[config.mk]
export PLATFORM = sky130hd
export DESIGN_NAME = rails_dispatcher
export DESIGN_NICKNAME = d
export VERILOG_FILES = /design/src/rtl/rails_dispatcher.sv
export SDC_FILE = /design/constraint.sdc
export NUM_CORES = 1
export LEC_CHECK = 0
export CAP_MARGIN = 20
export CORE_MARGIN = 8
export CORE_UTILIZATION = 45
export CTS_CLUSTER_SIZE = 12
export DETAILED_ROUTE_END_ITERATION = 10
export GPL_ROUTABILITY_DRIVEN = 0
export PLACE_DENSITY = 0.71
export SLEW_MARGIN = 20
export SYNTH_ARGS = -nofsm -noshare
export SYNTH_HDL_FRONTEND = slang
export SYNTH_SLANG_ARGS = --single-unit
[constraint.sdc]
create_clock -name clk -period 10.6 [get_ports clk]
set_input_delay 2.65 -clock clk [delete_from_list [all_inputs] [get_ports clk]]
set_output_delay 2.65 -clock clk [all_outputs]
set_load 0.05 [all_outputs]
[src/rtl/rails_dispatcher.sv]
// rails_dispatcher: buffers a rails frame (car count N, then N departure-order
// car numbers) and replays it to the stack yard as a handshaked push/pop
// command stream, ending each frame with a one-cycle done/result pulse.
//
// Ports:
//   clk       in   clock, rising edge
//   reset     in   asynchronous active-high reset
//   data      in   [3:0] frame input (0 = idle/abort, header N, then N entries)
//   busy      out  high while dispatching (RUN) and during the done cycle
//   op_valid  out  yard command presented
//   op_ready  in   yard accepts command (transfer on op_valid && op_ready)
//   op_push   out  1 = push arriving car, 0 = pop top car to departure track
//   op_car    out  [3:0] car moved by the presented command
//   done      out  one-cycle frame-end pulse
//   result    out  feasibility result, valid while done = 1
module rails_dispatcher #(
    parameter int unsigned MAX_CARS = 10
) (
    input  logic       clk,
    input  logic       reset,
    input  logic [3:0] data,
    output logic       busy,
    output logic       op_valid,
    input  logic       op_ready,
    output logic       op_push,
    output logic [3:0] op_car,
    output logic       done,
    output logic       result
);

    localparam int unsigned IW    = $clog2(MAX_CARS + 1);
    localparam int unsigned DEPTH = 1 << IW;

    typedef enum logic [1:0] {IDLE, LOAD, RUN, DONE} state_t;

    state_t        state, state_d;
    logic [3:0]    n, n_d;
    logic [3:0]    next_in, next_in_d;
    logic [IW-1:0] idx, idx_d;
    logic [IW-1:0] out_idx, out_idx_d;
    logic [IW-1:0] sp, sp_d;
    logic          bad, bad_d;
    logic [15:0]   seen, seen_d;

    logic [3:0]    order [DEPTH];
    logic [3:0]    stack [DEPTH];

    logic          ord_we, stk_we, fire, res_d;
    logic [IW-1:0] idx_inc, out_inc;
    logic [3:0]    target_d, top_d;
    logic          busy_d, valid_d, push_d, done_d, result_d;
    logic [3:0]    car_d;

    // Next-state logic, followed by a lookahead of the command the yard sees
    // next cycle so the outputs come straight from registers.
    always_comb begin
        state_d   = state;
        n_d       = n;
        next_in_d = next_in;
        idx_d     = idx;
        out_idx_d = out_idx;
        sp_d      = sp;
        bad_d     = bad;
        seen_d    = seen;
        ord_we    = 1'b0;
        stk_we    = 1'b0;
        res_d     = 1'b0;
        fire      = op_valid && op_ready;
        idx_inc   = idx + IW'(1);
        out_inc   = out_idx + IW'(1);

        case (state)
            IDLE: begin
                if (data != 4'd0 && 32'(data) <= MAX_CARS) begin
                    n_d     = data;
                    bad_d   = 1'b0;
                    idx_d   = '0;
                    seen_d  = '0;
                    state_d = LOAD;
                end
            end
            LOAD: begin
                if (data == 4'd0) begin
                    state_d = IDLE;
                end else begin
                    ord_we = 1'b1;
                    idx_d  = idx_inc;
                    seen_d = seen | (16'(1) << data);
                    if (data > n || seen[data]) begin
                        bad_d = 1'b1;
                    end
                    if (idx_inc == IW'(n)) begin
                        if (bad_d) begin
                            state_d = DONE;
                        end else begin
                            state_d   = RUN;
                            next_in_d = 4'd1;
                            out_idx_d = '0;
                            sp_d      = '0;
                        end
                    end
                end
            end
            RUN: begin
                if (fire) begin
                    if (op_push) begin
                        stk_we    = 1'b1;
                        sp_d      = sp + IW'(1);
                        next_in_d = next_in + 4'd1;
                    end else begin
                        sp_d      = sp - IW'(1);
                        out_idx_d = out_inc;
                        if (out_inc == IW'(n)) begin
                            state_d = DONE;
                            res_d   = 1'b1;
                        end
                    end
                end else if (!op_valid) begin
                    // No legal move exists for the current target.
                    state_d = DONE;
                end
            end
            DONE: begin
                state_d = IDLE;
            end
            default: begin
                state_d = IDLE;
            end
        endcase

        // Target and stack top as they will be after this edge.
        target_d = (ord_we && idx == out_idx_d) ? data : order[out_idx_d];
        top_d    = stk_we ? op_car : stack[sp_d - IW'(1)];

        valid_d = 1'b0;
        push_d  = 1'b0;
        car_d   = 4'd0;
        if (state_d == RUN) begin
            if (sp_d != '0 && top_d == target_d) begin
                valid_d = 1'b1;
                car_d   = target_d;
            end else if (next_in_d <= target_d) begin
                valid_d = 1'b1;
                push_d  = 1'b1;
                car_d   = next_in_d;
            end
        end

        busy_d   = (state_d == RUN) || (state_d == DONE);
        done_d   = (state_d == DONE);
        result_d = done_d && res_d;
    end

    // Control state and registered outputs.
    always_ff @(posedge clk or posedge reset) begin
        if (reset) begin
            state    <= IDLE;
            n        <= 4'd0;
            next_in  <= 4'd0;
            idx      <= '0;
            out_idx  <= '0;
            sp       <= '0;
            bad      <= 1'b0;
            seen     <= '0;
            busy     <= 1'b0;
            op_valid <= 1'b0;
            op_push  <= 1'b0;
            op_car   <= 4'd0;
            done     <= 1'b0;
            result   <= 1'b0;
        end else begin
            state    <= state_d;
            n        <= n_d;
            next_in  <= next_in_d;
            idx      <= idx_d;
            out_idx  <= out_idx_d;
            sp       <= sp_d;
            bad      <= bad_d;
            seen     <= seen_d;
            busy     <= busy_d;
            op_valid <= valid_d;
            op_push  <= push_d;
            op_car   <= car_d;
            done     <= done_d;
            result   <= result_d;
        end
    end

    // Order buffer and yard stack storage; contents are only read when valid.
    always_ff @(posedge clk) begin
        if (ord_we) begin
            order[idx] <= data;
        end
        if (stk_we) begin
            stack[sp] <= op_car;
        end
    end

endmodule

== After elaboration in Yosys (flattened, before gate mapping) ==
Memories as Yosys holds them, arrays and structs flattened.
Cells that the tools add are included.

* Register bits after elaboration: 48
* RAM bits: 128
* Bits of input ports: 7
* Memories: 2

* Add/subtract/negate cells: 6
* Magnitude comparators: 4
* Equality and inequality tests: 11
* Shift operators: 1
* Mux-type cells: 64
* Bitwise logic cells: 1
* Reductions and logical operators: 14

{| class="wikitable"
|+ Memories
! memory !! depth !! width !! rd ports !! clocked after Yosys merged registers in !! wr ports !! RTL line !! source
|-
| order || 16 || 4 || 1 || 0 || 1 || 45 || <nowiki>logic [3:0] order [DEPTH];</nowiki>
|-
| stack || 16 || 4 || 1 || 0 || 1 || 46 || <nowiki>logic [3:0] stack [DEPTH];</nowiki>
|}

{| class="wikitable"
|+ Operators with widths
! kind !! count
|-
| $mux 4 || 22
|-
| $mux 16 || 2
|-
| $pmux 16 s2 || 1
|-
| $pmux 4 s2 || 4
|-
| $mux 1 || 25
|-
| $add 4x1->4 const B || 4
|-
| $eq 4x4->1 || 4
|-
| $or 16x16->16 || 1
|-
| $shl 1x4->16 const A || 1
|-
| $mux 2 || 7
|-
| $eq 2x2->1 const B || 4
|-
| $pmux 2 s4 || 1
|-
| $reduce_bool 4->1 || 2
|-
| $sub 4x1->4 const B || 2
|-
| $logic_and 1x1->1 || 5
|-
| $lt 4x5->1 const B || 1
|-
| $bmux 1 s4 || 1
|-
| $gt 4x4->1 || 1
|-
| $le 4x4->1 || 1
|-
| $le 4x4->1 const B || 1
|-
| $logic_not 4->1 || 1
|-
| $ne 2x2->1 const B || 2
|-
| $reduce_and 3->1 || 1
|-
| $eq 2x1->1 const B || 1
|-
| other kinds (5) || 6
|}

== Logic depth before layout (Yosys ltp) ==
Gate-level depths: netlist of run 1.

* Depth in word-level cells: 17
* Gate-level depth with buffers: 24
* Gate-level depth less buffers: 22

== Least setup slack after synthesis of run 1 ==
No wires, ideal clock.

* Path type: input-to-reg
* From: input data[3]
* To: register op_push
* Data arrival time: 6.838 ns
* Setup slack: 3.643 ns
* Stages: 21
* Path buffers: 3
* Path through: ha_1 -> nand3_1 -> or3b_1 -> and2_1 -> clkbuf_1 -> o311ai_4 -> nand2_4 -> buf_4 -> inv_1 -> ha_1 -> inv_1 -> and3_1 -> a311o_1 -> or3_1 -> clkbuf_1 -> a211o_1 -> a31oi_1 -> xnor2_1 -> and4_1 -> nand2_2 -> and3b_1

* Cells in the longest elaborated chain, start to end: 17
* Elaborated cells between the ends (all ways): 45

{| class="wikitable"
|+ Ends and longest elaborated chain
! what !! RTL line !! source
|-
| start: declaration || 21 || <nowiki>input logic [3:0] data,</nowiki>
|-
| $bmux 1 s4 || 89 || <nowiki>if (data > n || seen[data]) begin</nowiki>
|-
| $mux 1 (implied by the code) || 89 ||
|-
| $logic_or 1x1->1 || 89 ||
|-
| $mux 1 || 89 ||
|-
| $mux 1 || 83 || <nowiki>if (data == 4'd0) begin</nowiki>
|-
| $mux 1 || 72 || <nowiki>case (state)</nowiki>
|-
| $mux 4 || 93 || <nowiki>if (bad_d) begin</nowiki>
|-
| $mux 4 || 92 || <nowiki>if (idx_inc == IW'(n)) begin</nowiki>
|-
| [... 2 more ...] || n/a ||
|-
| via sp_d[0] || 41 || <nowiki>logic [IW-1:0] sp, sp_d;</nowiki>
|-
| $sub 4x1->4 || 133 || <nowiki>top_d = stk_we ? op_car : stack[sp_d - IW'(1)];</nowiki>
|-
| $mem_v2 16x4 || n/a ||
|-
| $mux 4 || 133 ||
|-
| $eq 4x4->1 || 139 || <nowiki>if (sp_d != '0 && top_d == target_d) begin</nowiki>
|-
| $logic_and 1x1->1 * || 139 ||
|-
| $mux 1 * || 139 ||
|-
| $mux 1 * || 138 || <nowiki>if (state_d == RUN) begin</nowiki>
|-
| via push_d || 51 || <nowiki>logic busy_d, valid_d, push_d, done_d, result_d;</nowiki>
|-
| end signal: assignment || 182 || <nowiki>op_push <= push_d;</nowiki>
|-
| end: declaration || 25 || <nowiki>output logic op_push,</nowiki>
|}

The timed path passes the listed nets; every way through them passes the cells marked *. The select of a mux whose other input is x is not followed.
A chain may end at the register's enable or synchronous reset.

== Final worst setup path of run 1 ==
* From: input data[3]
* To: register op_car[1]

* Cells in the longest elaborated chain, start to end: 17
* Elaborated cells between the ends (all ways): 45

{| class="wikitable"
|+ Ends and longest elaborated chain
! what !! RTL line !! source
|-
| $bmux 1 s4 || 89 ||
|-
| $mux 1 (implied by the code) || 89 ||
|-
| $logic_or 1x1->1 || 89 ||
|-
| $mux 1 || 89 ||
|-
| $mux 1 || 83 ||
|-
| $mux 1 || 72 ||
|-
| $mux 4 || 93 ||
|-
| $mux 4 || 92 ||
|-
| [... 2 more ...] || n/a ||
|-
| $sub 4x1->4 or $eq 4x4->1 (tied branches) || 133, 132 ||
|-
| $mem_v2 16x4 or $logic_and 1x1->1 (tied branches) || n/a ||
|-
| $mux 4 (on tied branches) || 133, 132 ||
|-
| $eq 4x4->1 or $le 4x4->1 (tied branches) || 139, 142 ||
|-
| $logic_and 1x1->1 or $mux 4 (tied branches) || 139, 142 ||
|-
| $mux 4 || 139 ||
|-
| $mux 4 * || 138 ||
|-
| via car_d[1] || 52 || <nowiki>logic [3:0] car_d;</nowiki>
|-
| end signal: assignment || 183 || <nowiki>op_car <= car_d;</nowiki>
|-
| end: declaration || 26 || <nowiki>output logic [3:0] op_car,</nowiki>
|}

Marks and branches as above.

==> impl_results.md, run 1 <==
* Status: finished clean
* Cell Area, Synth at around 0.009 mm^2
* Post-cts repair resize count at 0
* WS Path Type: input port to flop
* Worst-case clock buffer depth at 2
* Inserted Clock Buffers at 17
* Placed Cells at 1052
* Initial antenna violation count at 1
* Synthesis warning total at 0
* H-tree lvl count at 4
* Diode count at 0
* Fmax at 0.122 GHz
* FF+latch count, synth at between 150 and 200
* Slew margin rel. at a little over a third
* Gr usage total at 17.9%
* Psw at roughly 950 uW
* Syn Area/Cell at around 12 um^2
* DIE WIDTH at 159 um
* Worst Path Required at 10920 ps
* Worst-Margin Slew at 967 ps
* Largest net degree at the start of global routing at a little under 50
* DRC viols at 0
* Share of cells above drive strength 1 at 9.47%
* WHS Path Cells at 2
* I/O pin count at 16
* Final Cycle Share at ~77%
* Register area at a little over 0.005 mm^2
* Final setup violation count at 0
* Die Area at 0.0253 mm^2
* Setup Fix Bufs, Post-CTS at 0
* Congestion Overflow GR at 0
* Fin. max-slew vios at 0
* Sw Ratio at 39.8%
* CP endpoint kind: flop
* Min Tclk post-route at 8160 ps
* Post-synth ARST share at 27.3%
* Port bufs at 15
* Overall die height at 159 um
* Final hold vios at 0
* Vias in the first global route at between 6000 and 7000
* Clk sinks at ~180
* Cells after Synth at 797
* First-pass DRT Iterations at 5
* Core Region at about 0.020 mm^2
* First-pass GRT wire length at 35900 um
* Number of synthesized flops with an enable pin at ~130
* DRT antenna net count at 0
* Pwr/cell area at 234 mW/mm^2
* Sequential share of power at 37.1%
* WHS at 497 ps
* Post-DR vias/cell at 6.11
* Cell row count at 52
* RSZ-0062 raised after global routing: false
* Comb pwr share at 37.9%
* Clock-pin slew on the worst setup and hold paths at 80 ps
* Synthesized Nets at 826
* Lkg Pwr at 0.00379 uW
* Fillers at between 1500 and 2000
* CTS root buf: clkbuf_16
* Clock share of power at ~25%
* Vias at 6617
* Yosys cell types at 77
* # hold bufs at CTS at 0
* Dpl hpwl at 15700 um
* Worst min path class: flop to flop
* CP Max Fanout at 19
* Worst Skew at 18.2 ps
* Setup_tns at 0 ps
* Worst EP arrival at about 8500 ps
* Post-synthesis to final-layout area growth at 10.2%
* Max-cap violations at 0
* Drt wl/cell at between 20 and 25 um
* NumNets Final at a little over 800
* Sequential area share after synthesis at a little over half
* Initial Util at 45.7%
* R2R depth at 17
* Peak VDD IR at 0.127 mV
* Clock latency on the worst-skew pair at 440 ps
* CP Launch Type: input port
* Detailed Route WL at about 23000 um
* Int Power at about 1400 uW
* Iter 0 DRT Violations at around 470
* Post-synth top flop: edfxtp_1
* Final non-filler cell total at 1083
* CTS tree: built
* Area of the multi-input gates at 0.00388 mm^2
[flip-flops by register name, summed over array words and instances (netlist names)]
register	flops
bad	1
op_push	1
done	1
state	2
busy	1
op_valid	1
idx	4
next_in	4
out_idx	4
n	4
result	1
seen	16
op_car	4
sp	4
stack	64
order	64
[placed cells by master (no fill, tap or decap), drive strengths merged, types with 16 or more instances in the layout]
master / synthesis / routed
a211oi: 19 / 19
a21oi: 32 / 32
a31oi: 16 / 16
and3: 22 / 22
clkbuf: 28 / 18
dfrtp: 48 / 48
edfxtp: 128 / 128
ha: 21 / 21
inv: 32 / 40
nand2: 77 / 77
nand3: 24 / 24
nor2: 74 / 74
nor3: 17 / 17
o21ai: 32 / 32
[critical path: stages]
cell and delay (ps):
clkdlybuf4s50_1 760, ha_1 500, nand3_1 100, or3b_1 430, and2_1 320, o311ai_4 500
nand2_4 280, inv_1 160, ha_1 370, clkinv_1 630, nand2_1 240, a211oi_1 110
o21a_1 230, a211o_1 270, a31oi_1 240, xnor2_1 160, and2_1 190, nand2_2 90
o31ai_1 220
[metrics by stage]
stage	setup WS, ps	util (%)	power [uW]	instance area (um^2)
after global placement	2210	47.6	1760	9600
after detailed placement	2080	47.6	1780	9600
after CTS	2470	50.3	2380	10200
after floorplan	3640	-	1550	9210
after global routing	1970	50.3	2510	10200
final	2440	50.3	2380	10200
[layout make-up]
| type | count | area share [%] |
|---|---|---|
| Clock inverter | 13 | 1.23 |
| Clock buffer | 18 | 4.23 |
| Tap cell | 270 | 3.33 |
| Inverter | 33 | 1.22 |
| Sequential cell | 176 | 49.7 |
| Multi-Input combinational cell | 550 | 38.2 |
| Timing Repair Buffer | 23 | 2.07 |
[routing by layer]
metal	track usage (%)	part of all wire [%]	up-vias	wire length [um]
met5	0	0	-	0
met4	7.25	2.5	0	577
met3	3.36	6.5	48	1480
met2	30.3	49	254	11200
met1	22.3	42	3258	9460
li1	-	-	3057	-
[cells by family (layout without fill, tap and decap cells)]
kind of cell    Yosys count  after routing  synth area share (%)
simple gates            272            272                  14.6
compound gates          204            204                  16.7
flops                   176            176                  54.8
buf+inv                  71             87                  3.18
mux                      36             36                  6.04
fa+ha+maj                22             22                  3.07
xor+xnor                 16             16                  1.67
[cell usage after synthesis (4+ instances only)]
cell type | instances | area [um^2]
edfxtp_1 | 128 | 3840
nand2_1 | 74 | 278
nor2_1 | 74 | 278
dfrtp_1 | 48 | 1200
a21oi_1 | 32 | 160
o21ai_0 | 32 | 160
inv_1 | 31 | 116
clkbuf_1 | 28 | 105
nand3_1 | 24 | 120
and3_1 | 22 | 138
ha_1 | 21 | 263
a211oi_1 | 19 | 143
nor3_1 | 17 | 85.1
a31oi_1 | 16 | 100
mux4_2 | 15 | 338
a21boi_0 | 14 | 105
mux2i_1 | 14 | 140
a22oi_1 | 11 | 82.6
nand2b_1 | 11 | 68.8
and2_1 | 10 | 62.6
xnor2_1 | 10 | 87.6
a211o_1 | 7 | 61.3
a21o_1 | 7 | 52.6
a32o_1 | 7 | 70.1
mux2_2 | 7 | 78.8
o31ai_1 | 7 | 52.6
a311oi_1 | 6 | 52.6
buf_2 | 6 | 30.0
o32ai_1 | 6 | 52.6
or3_1 | 6 | 37.5
nand4_1 | 5 | 31.3
nor2b_1 | 5 | 31.3
o21a_1 | 5 | 37.5
xor2_1 | 5 | 43.8
and4_1 | 4 | 35.0
[final timing paths]
check                          from         to  slack [ps]
setup / recovery            data[3]  op_car[1]        2440
hold / removal              seen[2]    seen[2]         500
setup reg to reg           state[1]  op_car[1]        4750
hold reg to reg             seen[2]    seen[2]         500
max in group asynchronous     reset  op_car[0]        7440
min in group asynchronous     reset   seen[10]        2700
[power by group through the flow]
| stage | registers (uW) | clock network (uW) | logic (uW) |
|---|---|---|---|
| finish | 882 | 596 | 902 |
| CTS | 881 | 604 | 892 |
| detailed placement | 895 | 0 | 885 |
| global route | 891 | 627 | 989 |
| global placement | 892 | 0 | 872 |
| floorplan | 876 | 0 | 670 |
Note: power is estimated with default switching activity, not from simulation.
==> run 2, diff against run 1 <==
clock period = 8.4 ns   (was 10.6 ns; I/O delays follow)
==> run 2 against run 1 <==
Flip-flop and latch count unchanged. Total power is 29% higher. Register-to-register slack worse by 2000 ps. Sequential power grew 26%. Via count rose by 1.7%. Routed wire length grew 3.0%. Clock power rose by 35%. Global-route usage is 0.44 points higher. Worst hold slack worse by 6.5 ps.
==> impl_results.md, run 2 (synthesis results as in run 1) <==
* CTS root buf: clkbuf_16
* Pwr/cell area at 301 mW/mm^2 (+28%)
* Max-cap violations at 0 (unchanged)
* CP Max Fanout at 19 (unchanged)
* Fin. max-slew vios at 0 (unchanged)
* RSZ-0062 raised after global routing: false
* HP Start: seen[4]
* Iter 0 DRT Violations at 667 (+42%)
* Die Area at 0.0253 mm^2 (unchanged)
* Gr usage total at 18.4% (+0.44 points)
* Worst slack, placed at 895 ps (-1180 ps)
* Met1 Resource Use GR at 24.5% (+2.3 points)
* Inserted Clock Buffers at 17 (unchanged)
* Clock-pin slew on the worst setup and hold paths at 70 ps (about the same)
* Largest net degree at the start of global routing at 49 (unchanged)
* Final Cycle Share at between 80% and 90%
* Biggest regs: order (64), stack (64), seen (16)
* Setup Fix Bufs, Post-CTS at 0 (unchanged)
* Post-DR vias/cell at 6.21 (+1.6%)
* CP max stage delay at 640 ps (-120 ps)
* Lkg Pwr at 0.00381 uW (+0.54%)
* Cells along the critical path: clkdlybuf4s50_1, inv_1, ha_1, or3b_1, and2_1, o311ai_4, nand2_4, inv_1, ha_1, clkinv_1, mux4_2, a211o_1, a31oi_1, xnor2_1, and2_1, nand2_2, o31ai_1
* Diode count at 0 (unchanged)
* WHS Path Cells at 2 (unchanged)
* Clock latency on the worst-skew pair at 450 ps (about the same)
* Initial antenna violation count at 0 (-1)
* Worst Skew at 16.0 ps (-2.20 ps)
* Grt met3 use at 3.39% (+0.026 points)
* Overall die height at 159 um (unchanged)
* Area of the multi-input gates at 0.00388 mm^2 (unchanged)
* Detailed Route WL at 23400 um (+3.0%)
* Setup_tns at 0 ps (unchanged)
* DIE WIDTH at 159 um (unchanged)
* R2R depth at 15 (-2)
* Slew margin rel. at 35.3% (+0.22 points)
* # hold bufs at CTS at 0 (unchanged)
* Post-DP Area at 0.00960 mm^2 (unchanged)
* Final instance area at 0.0102 mm^2 (+0.41%)
* DRC viols at 0 (unchanged)
* Most frequent cells in the layout: 128 x edfxtp_1, 74 x nand2_1, 73 x nor2_1, 48 x dfrtp_1
* Initial Util at 45.7% (unchanged)
* Final setup violation count at 0 (unchanged)
* First-pass DRT Iterations at 5 (unchanged)
* GR Layer Usage met2 at 29.4% (-0.91 points)
* Status: finished clean
* Peak VDD IR at 0.150 mV (+18%)
* Overall power at 3060 uW (+29%)
* WS Path Type: input port to flop
* Register area at 0.00504 mm^2 (unchanged)
* RR Endpoint: op_car[1]
* Fillers at 1761 (-2.3%)
* Worst-case clock buffer depth at 2 (unchanged)
* Post-synthesis to final-layout area growth at 10.7%
* CP Launch Type: input port
* First-pass GRT wire length at 36500 um (+1.6%)
* Critical register-to-register path startpoint: state[1]
* Min Tclk post-route at between 7000 and 8000 ps
* Dpl hpwl at 16200 um (+3.2%)
* Clk sinks at 176 (unchanged)
* I/O pin count at 16 (unchanged)
* Share of cells above drive strength 1 at 9.71% (+0.23 points)
* Worst min path class: flop to flop
* Worst EP arrival at 7470 ps (-1020 ps)
* Post-cts repair resize count at 0 (unchanged)
* NumNets Final at 830 (unchanged)
* Most common cell after layout, fill and taps aside: edfxtp_1
* CTS tree: built
* H-tree lvl count at 4 (unchanged)
* Worst-Margin Slew at 970 ps (+3.31 ps)
* Cell row count at 52 (unchanged)
* Vias at 6729 (+1.7%)
* Grt peak-use layer: met2
* DRT antenna net count at 0 (unchanged)
* Final setup margin at 1270 ps (-1170 ps)
* Congestion Overflow GR at 0 (unchanged)
* Drt wl/cell at 21.6 um (+2.9%)
* Fmax at roughly 0.14 GHz
* Port bufs at 15 (unchanged)
* WHS at 491 ps (-6.47 ps)
* Worst Path Required at 8740 ps (-2180 ps)
* Vias in the first global route at 6325 (-3.4%)
* Final hold vios at 0 (unchanged)
* Worst R2R Setup Slack at 2770 ps (-1980 ps)
* CP endpoint kind: flop
* Worst Hold End: seen[4]
* Core Region at 0.0202 mm^2 (unchanged)
* Crit path max-delay cell type: clkinv_1
run 2: cell types whose count changed in the layout (fill, tap and decap cells not counted), sizes merged:
cell,change
bufinv,+1
clkinvlp,-1
clkinv,+4
inv,-2
clkbuf,-1
run 2: cell type report:
cell class                 count  share of cell area (%)
multi-input combinational    550                    38.1
timing repair buffer          23                    2.06
clock inverter                15                    1.66
inverter                      33                    1.23
sequential                   176                    49.5
tap                          270                    3.31
clock buffer                  17                    4.17
run 2: worst max path at each step:
stage | start | end | slack [ps]
finish | data[0] | op_car[1] | 1270
global route | data[1] | op_car[0] | 930
CTS | data[0] | op_car[1] | 1310
detailed placement | data[0] | op_car[1] | 890
global placement | data[3] | op_car[3] | 1060
floorplan | data[3] | op_push | 1990
run 2: worst max-delay path: cells and delay by family:
kind / cells / cell delay (ps)
buffers and inverters: 4 / 1520
AND/OR/NAND/NOR: 5 / 1250
AO/OA/AOI/OAI: 4 / 1250
adder cells (fa/ha/maj): 2 / 630
multiplexers: 1 / 520
XOR/XNOR: 1 / 160
run 2: per-layer routing:
layer	vias up	wire [um]
met1	3352	9960
met2	283	11400
met4	0	471
met3	45	1570
met5	-	0
li1	3049	-
run 2: report_power, final:
group,switching (uW),internal [uW]
Clock,378,424
Combinational,746,404
Sequential,95.4,1020
run 2: per-stage QoR:
step	util (%)	std cells
after detailed placement	47.6	1052
final	50.5	1084
after global placement	47.6	1052
after floorplan	-	797
after global routing	50.5	1084
after CTS	50.5	1084
==> run 3, diff against run 2 <==
PLACE_DENSITY = 0.73   (was 0.71)
clock period = 6.1 ns   (was 8.4 ns; I/O delays follow)
==> run 3 against run 2 <==
Die area did not move. Via count rose by 1.6%. Total power rose by 43%. Combinational power rose by 52%. Register-to-register slack got worse by 1500 ps. Sequential power rose by 38%. Routed wire length fell by 1.0%. Critical path depth rose by 3. Largest cell class unchanged. Largest power group unchanged. Highest routed layer unchanged.
==> impl_results.md, run 3 (synthesis results as in run 1) <==
* Status: finished clean
* Min Tclk post-route at approximately 5800 ps
* Worst EP arrival at 6170 ps (-1300 ps)
* Worst min path class: flop to flop
* First-pass GRT wire length at 36900 um (+0.89%)
* Worst-case clock buffer depth at 2 (unchanged)
* Initial antenna violation count at 0 (unchanged)
* Final instance area at 0.0106 mm^2 (+4.1%)
* Worst Path Required at 6440 ps (-2300 ps)
* Final Cycle Share at around 96%
* Detailed Route WL at 23200 um (-1.0%)
* Core Region at 0.0202 mm^2 (unchanged)
* Post-DR vias/cell at 6.04 (-2.6%)
* Clk sinks at 176 (unchanged)
* Peak VDD IR at 0.294 mV (+97%)
* R2R depth at 20 (+5)
* DIE WIDTH at 159 um (unchanged)
* Worst-Margin Slew at 884 ps (-86.9 ps)
* I/O pin count at 16 (unchanged)
* Clock latency on the worst-skew pair at 440 ps (about the same)
* NumNets Final at 877 (+5.7%)
* DRT antenna net count at 0 (unchanged)
* Slew margin rel. at 40.7% (+5.4 points)
* Drt wl/cell at 20.5 um (-5.1%)
* Lkg Pwr at 0.00405 uW (+6.3%)
* H-tree lvl count at 4 (unchanged)
* Overall power at 4380 uW (+43%)
* Post-synthesis to final-layout area growth at 15.2%
* Iter 0 DRT Violations at 733 (+9.9%)
* Post-DP Area at 0.00996 mm^2 (+3.8%)
* Gr usage total at 18.4% (+0.032 points)
* Diode count at 0 (unchanged)
* Port bufs at 15 (unchanged)
* Final setup violation count at 0 (unchanged)
* DRC viols at 0 (unchanged)
* Most frequent cells in the layout: 128 x edfxtp_1, 74 x nor2_1, 74 x nand2_1, 52 x buf_4, 48 x dfrtp_1
* First-pass DRT Iterations at 5 (unchanged)
* Cell row count at 52 (unchanged)
* Worst R2R Setup Slack at 1280 ps (-1490 ps)
* Most common cell after layout, fill and taps aside: edfxtp_1
* Worst Skew at 12.7 ps (-3.34 ps)
* CTS tree: built
* Clock-pin slew on the worst setup and hold paths at 80 ps (about the same)
* CP Max Fanout at 7 (-12)
* Dpl hpwl at 16400 um (+1.1%)
* Pwr/cell area at 413 mW/mm^2 (+37%)
* Fin. max-slew vios at 0 (unchanged)
* CP endpoint kind: flop
* Share of cells above drive strength 1 at 14.9% (+5.2 points)
* Inserted Clock Buffers at 17 (unchanged)
* Initial Util at 45.7% (unchanged)
* Max-cap violations at 0 (unchanged)
* Die Area at 0.0253 mm^2 (unchanged)
* Final hold vios at 0 (unchanged)
* Biggest regs: order (64), stack (64), seen (16)
* CTS root buf: clkbuf_16
* WS Path Type: input port to flop
* Overall die height at 159 um (unchanged)
* Vias at 6835 (+1.6%)
* Congestion Overflow GR at 0 (unchanged)
* Critical register-to-register path startpoint: idx[0]
* # hold bufs at CTS at 0 (unchanged)
* CP Launch Type: input port
* Vias in the first global route at 6550 (+3.6%)
* Fillers at 1729 (-1.8%)
* CP startpoint: data[3]
* RSZ-0062 raised after global routing: false
* Setup crit end: op_car[2]
* Fmax at 0.172 GHz
* Largest net degree at the start of global routing at 49 (unchanged)
* RR Endpoint: op_car[2]
==> run 3: how the worst min path moves through the flow <==
stage                        start  endpoint  slack (ps)  depth (start not counted)
final                     seen[12]  seen[12]         490                          2
after global routing       seen[1]   seen[1]         520                          2
after CTS                 seen[12]  seen[12]         500                          2
after detailed placement  seen[12]  seen[12]         480                          2
after global placement    seen[13]  seen[13]         470                          2
after floorplan           seen[12]  seen[12]         460                          2
==> run 3: metal layers <==
| layer | GRT usage, % | wire, um | part of all wire (%) |
|---|---|---|---|
| met1 | 24.2 | 9690 | 42 |
| met2 | 29.4 | 11200 | 48 |
| met3 | 4.03 | 1790 | 7.7 |
| met4 | 6.69 | 539 | 2.3 |
| met5 | 0 | 0 | 0 |
==> run 3: metrics by stage <==
step	hold WS [ps]	setup slack (ps)	util (%)	instances	setup TNS [ps]
after detailed placement	481	-160	49.4	1097	-644
after floorplan	457	268	-	797	0
after global routing	519	32.4	52.6	1131	0
after global placement	474	-5.72	49.4	1097	-5.72
after CTS	498	290	52.4	1129	0
final	495	271	52.6	1131	0
==> run 3: final cells by class <==
class                      count  area, um^2  area share, %
inverter                      33         125           1.18
sequential                   176        5040           47.5
clock inverter                15         189           1.78
multi-input combinational    550        3900           36.7
clock buffer                  17         425           4.01
tap                          270         338           3.18
timing repair buffer          70         592           5.58
==> run 3: critical path: stages <==
cell and delay (ps):
clkdlybuf4s50_1 500, ha_1 340, nand3_1 100, or3b_1 440, and2_2 310, o311ai_4 360, nand2_4 70, inv_1 80
ha_1 160, inv_1 80, and3_1 180, a311o_1 280, or3_1 420, nor3_1 220, a22oi_1 100, a41oi_1 280
xor2_1 200, and2_1 190, nand2_2 100, o31ai_1 240
==> run 3: what timing repair did <==
action	in CTS	in global routing
buffers inserted	0	1
endpoints found under the hold margin	0	0
gates resized for setup	0	5
setup endpoints to repair	0	4
==> run 3: where the power goes <==
part	leakage, uW	switching (uW)	internal, uW
clock	0.000296	539	556
combinational	0.00180	1070	687
sequential	0.00196	131	1400
total	0.00405	1740	2640
